### config.mk
export PLATFORM = sky130hd
export DESIGN_NAME = oc_bank_arbiter
export DESIGN_NICKNAME = d
export VERILOG_FILES = /design/src/rtl/oc_bank_arbiter.sv
export SDC_FILE = /design/constraint.sdc
export NUM_CORES = 1
export LEC_CHECK = 0
export BUFFER_PORTS_ARGS = -buffer_cell sky130_fd_sc_hd__buf_4
export CORE_MARGIN = 4
export CORE_UTILIZATION = 50
export CTS_CLUSTER_DIAMETER = 40
export DETAILED_ROUTE_END_ITERATION = 10
export PLACE_DENSITY = 0.74
export SLEW_MARGIN = 5
export SYNTH_ARGS = -nofsm -noshare
export SYNTH_HDL_FRONTEND = slang
export SYNTH_SLANG_ARGS = --single-unit
### constraint.sdc
create_clock -name clk -period 5.2 [get_ports clk]
set_input_delay 0.52 -clock clk [delete_from_list [all_inputs] [get_ports clk]]
set_output_delay 0.52 -clock clk [all_outputs]
set_load 0.01 [all_outputs]
### src/rtl/oc_bank_arbiter.sv
// Operand-collector bank arbiter: four per-bank read-request FIFOs feeding the
// register-file read ports. Writebacks take priority, and each read returns a tag one cycle later.
module oc_bank_arbiter #(
  parameter int DEPTH   = 4,
  parameter int RADDR_W = 5
) (
  input  logic                 clk,
  input  logic                 rst,
  input  logic                 Valid_RAU_OC,
  input  logic                 Src1_Read_RAU_OC,
  input  logic                 Src2_Read_RAU_OC,
  input  logic [2:0]           Src1_OCID_RAU_OC,
  input  logic [2:0]           Src2_OCID_RAU_OC,
  input  logic [1:0]           Src1_Phy_Bank_ID,
  input  logic [1:0]           Src2_Phy_Bank_ID,
  input  logic [RADDR_W-1:0]   Src1_Addr_RAU_OC,
  input  logic [RADDR_W-1:0]   Src2_Addr_RAU_OC,
  input  logic [3:0]           RF_WR,
  output logic                 Stall_OC_RAU,
  output logic [3:0]           RF_RD,
  output logic [4*RADDR_W-1:0] RF_RdAddr,
  output logic [3:0]           ocid_0,
  output logic [3:0]           ocid_1,
  output logic [3:0]           ocid_2,
  output logic [3:0]           ocid_3
);

  localparam int PW = $clog2(DEPTH);
  localparam int CW = PW + 1;
  localparam int EW = 3 + RADDR_W;

  typedef logic [EW-1:0] entry_t;

  entry_t         mem    [4][DEPTH];
  logic [PW-1:0]  wptr   [4];
  logic [PW-1:0]  rptr   [4];
  logic [CW-1:0]  count  [4];
  logic [3:0]     ocid_r [4];

  logic [3:0] req1, req2, push1, push2, pop_en;
  logic       stall;
  logic       v_eff;
  entry_t     e1, e2;

  assign v_eff = Valid_RAU_OC & ~rst;
  assign e1    = {Src1_OCID_RAU_OC, Src1_Addr_RAU_OC};
  assign e2    = {Src2_OCID_RAU_OC, Src2_Addr_RAU_OC};

  always_comb begin
    req1      = '0;
    req2      = '0;
    pop_en    = '0;
    stall     = 1'b0;
    RF_RdAddr = '0;
    for (int unsigned b = 0; b < 4; b++) begin
      req1[b] = v_eff & Src1_Read_RAU_OC & (Src1_Phy_Bank_ID == 2'(b));
      req2[b] = v_eff & Src2_Read_RAU_OC & (Src2_Phy_Bank_ID == 2'(b));
      // Occupancy is checked before this cycle's pop, so a pop never relieves a stall.
      if (({1'b0, count[b]} + (CW+1)'(req1[b]) + (CW+1)'(req2[b])) > (CW+1)'(DEPTH))
        stall = 1'b1;
      pop_en[b] = (count[b] != '0) & ~RF_WR[b];
      RF_RdAddr[b*RADDR_W +: RADDR_W] = mem[b][rptr[b]][RADDR_W-1:0];
    end
  end

  assign push1        = stall ? 4'b0000 : req1;
  assign push2        = stall ? 4'b0000 : req2;
  assign Stall_OC_RAU = stall;
  assign RF_RD        = pop_en;

  // Src1 lands at the write pointer; src2 follows it when both target one bank.
  always_ff @(posedge clk) begin
    for (int unsigned b = 0; b < 4; b++) begin
      if (push1[b])
        mem[b][wptr[b]] <= e1;
      if (push2[b])
        mem[b][push1[b] ? wptr[b] + PW'(1) : wptr[b]] <= e2;
    end
  end

  always_ff @(posedge clk) begin
    if (rst) begin
      for (int unsigned b = 0; b < 4; b++) begin
        wptr[b]   <= '0;
        rptr[b]   <= '0;
        count[b]  <= '0;
        ocid_r[b] <= '0;
      end
    end else begin
      for (int unsigned b = 0; b < 4; b++) begin
        wptr[b]   <= wptr[b] + PW'(push1[b]) + PW'(push2[b]);
        rptr[b]   <= rptr[b] + PW'(pop_en[b]);
        count[b]  <= count[b] + CW'(push1[b]) + CW'(push2[b]) - CW'(pop_en[b]);
        ocid_r[b] <= pop_en[b] ? {1'b1, mem[b][rptr[b]][EW-1 -: 3]} : 4'b0000;
      end
    end
  end

  assign ocid_0 = ocid_r[0];
  assign ocid_1 = ocid_r[1];
  assign ocid_2 = ocid_r[2];
  assign ocid_3 = ocid_r[3];

endmodule

==> flow_metrics.tcl <==
set metrics [dict create \
    finalSetupViolCount 0 \
    totalWireLength_microns 20600 \
    tightestPinTransition_ns 0.871 \
    async_reset_ff_frac 0 \
    power_density_nw_per_um2 383 \
    combPwrFrac 0.253 \
    core_area_sq_um 18000 \
    yosys.area.top_type "edfxtp_1" \
    drtPass1Iterations 4 \
    syn_avg_cell_area_sq_um 14.4 \
    fin_setup_tns_ns 0 \
    gr-total-overflow 0 \
    clock-root-buffer "clkbuf_16" \
    drive_gt1_frac 0.411 \
    port_buffers 69 \
    grt_max_degree 41 \
    synth_edf_count 128 \
    path_class "input port to primary output" \
    fillers 1433 \
    r2r_start "count[3][0]$_SDFF_PP0_" \
    fin_crit_sh 0.812 \
    cp.required_ns 4.68 \
    startpoint_type "input port" \
    syn_nets 712 \
    final_nets 774 \
    min_path_type "input port to flip-flop" \
    htreeDepth 4 \
    fmaxAchievable_ghz 0.237 \
    design_area_sq_um 10500 \
    place_congestion 0.839 \
    use_met1 0.288 \
    cap_violations 0 \
    dr_total_vias 5534 \
    cts-buffers-inserted 17 \
    use_met3 0.0496 \
    switchingPower_uw 1210 \
    cts.sinks 172 \
    maxSlewHeadroom 0.417 \
    synth_area_sq_um 9170 \
    dp_hpwl_microns 14300 \
    crit_path_end_kind "primary output" \
    crit_fanout 40 \
    start_util 0.509 \
    clock_skew_ns 0.0110 \
    pwr-share-seq 0.428 \
    p_leak_uw 0.00379 \
    viasPerCell 5.89 \
    ctsLongestPathBuffers 2 \
    cts_hold_buf 0 \
    ant_nets 0 \
    power_switching_share 0.303 \
    grt_use_total 0.206 \
    grt_pass1_wl_microns 31900 \
    gr-usage-met2 0.329 \
    timing.final.max_slew_violations 0 \
    yosysUniqueCellTypes 44 \
    ys_seq_area_frac 0.515 \
    dieArea_sq_um 20600 \
    synth_most_common_cell "edfxtp_1" \
    drtIter0Drc 372 \
    die_h_microns 143 \
    worstPathArrival_ns 3.70 \
    clk_pin_slew_worst_paths_ns 0.07 \
    rsz0062_at_grt "no" \
    syn_to_final_growth_pct 14.4 \
    ctsResizeCount 0 \
    ys.flop_type "edfxtp_1" \
    clk_latency_ns 0.44 \
    register_area_sq_um 4720 \
    outcome "finished clean" \
    cp-startpoint "rst" \
    postPlaceCellArea_sq_um 9900 \
    p_int_uw 2800 \
    cts_setup_buffers 0 \
    yosysWarnings 0 \
    cts_tree "done" \
    die_x_microns 143 \
    ys_ff_latch 172 \
    timing.final.hold_violations 0 \
    multi_input_area_sq_um 4160 \
    fin_crit_ns 4.22 \
    grt_pass1_vias 5748 \
    irDropWorstVdd_v 0.000272 \
    antennaDiodeCount 0 \
    synthTopCellsByCount "edfxtp_1 (128), mux2_2 (127), dfxtp_1 (44), nor2_1 (43)" \
    io_pins 70 \
    num_rows 49 \
    postSynthCellCount 635 \
    clkPwrFrac 0.319 \
    antenna_found_initial 0 \
    routedWlPerCell_microns 21.9 \
    yosysTopAreaCellShare 0.419 \
    globalRoute.busiestLayer "met2" \
    synthTopCellsByArea "edfxtp_1 (42%), mux2_2 (16%), dfxtp_1 (9.6%)" \
    drcViolationCount 0 \
    hp-start "RF_WR[0]" \
]
-- sequential cells by signal, summed over array words and instances, names as in the netlist --
name	cells
mem	128
ocid_r	16
count	12
wptr	8
rptr	8
-- cell type report --
cell class	count	share of cell area
inverters	32	0.0115
multi-input cells	393	0.397
clock buffers	17	0.0406
clock inverters	15	0.0154
repair buffers	81	0.0580
well taps	229	0.0273
flip-flops and latches	172	0.451
-- per-stage QoR --
step           worst slack [ns]   util  instances  hold slack [ns]  power (uW)
2_1_floorplan             0.989      -        635            0.540        2430
6_report                  0.978  0.582        939            0.468        4010
5_1_grt                   0.794  0.582        939            0.474        4220
3_5_place_dp              0.595  0.549        907            0.580        2770
4_1_cts                   0.986  0.582        939            0.459        4050
3_3_place_gp              0.786  0.549        907            0.574        2730
-- critical path, stage by stage --
cell     delay, ns
buf_4         0.38
and4b_1       0.29
and2_1        0.28
fa_1          0.46
ha_1          0.31
nor2_1        0.13
o22a_1        0.23
nor4b_4       0.25
buf_4         0.38
inv_2         0.23
buf_4         0.22
-- routing by layer --
metal | wire (microns) | part of all wire | vias to the layer above
met5 | 0 | 0 | -
met4 | 231 | 0.011 | 0
met3 | 1190 | 0.058 | 20
met2 | 10000 | 0.49 | 158
met1 | 9100 | 0.44 | 2855
li1 | - | - | 2501
-- cell usage in the layout, fill, tap and decap left out, types with 5 or more instances in the layout --
master	Yosys	final
a22oi_1	18	18
buf_4	4	81
clkbuf_16	0	17
dfxtp_1	44	44
edfxtp_1	128	128
fa_1	16	16
ha_1	32	32
inv_1	31	31
inv_6	0	6
mux2_2	127	127
mux4_2	32	32
nand2_1	13	13
nand3_1	6	6
nand3_2	7	7
nand3_4	5	5
nor2_1	43	43
nor2b_1	24	24
nor3_1	8	8
o22ai_1	6	6
o2bb2ai_1	7	7
xnor2_1	7	7
xor2_1	8	8
-- logic make-up after synthesis --
kind of cell / share of synthesized area
AO/OA/AOI/OAI: 0.0341
XOR/XNOR: 0.0143
adder cells (fa/ha/maj): 0.0786
buffers and inverters: 0.0323
flip-flops: 0.515
multiplexers: 0.236
AND/OR/NAND/NOR: 0.0895
-- worst paths after layout --
check / endpoint / slack [ns] / cells past startpoint
worst max register to register: mem[3][30]$_DFFE_PP_ / 1.79 / 8
worst max-delay path: Stall_OC_RAU / 0.98 / 11
worst min-delay path: ocid_r[0][3]$_SDFF_PP0_ / 0.47 / 3
worst min register to register: wptr[0][1]$_SDFF_PP0_ / 0.59 / 2
-- power by group through the flow --
stage / Combinational [uW] / Clock (uW) / Sequential, uW
6_report: 1010 / 1280 / 1720
5_1_grt: 1130 / 1350 / 1740
4_1_cts: 1030 / 1300 / 1720
3_5_place_dp: 1020 / 0 / 1750
3_3_place_gp: 985 / 0 / 1750
2_1_floorplan: 777 / 0 / 1660
Note: power is estimated with default switching activity, not from simulation.
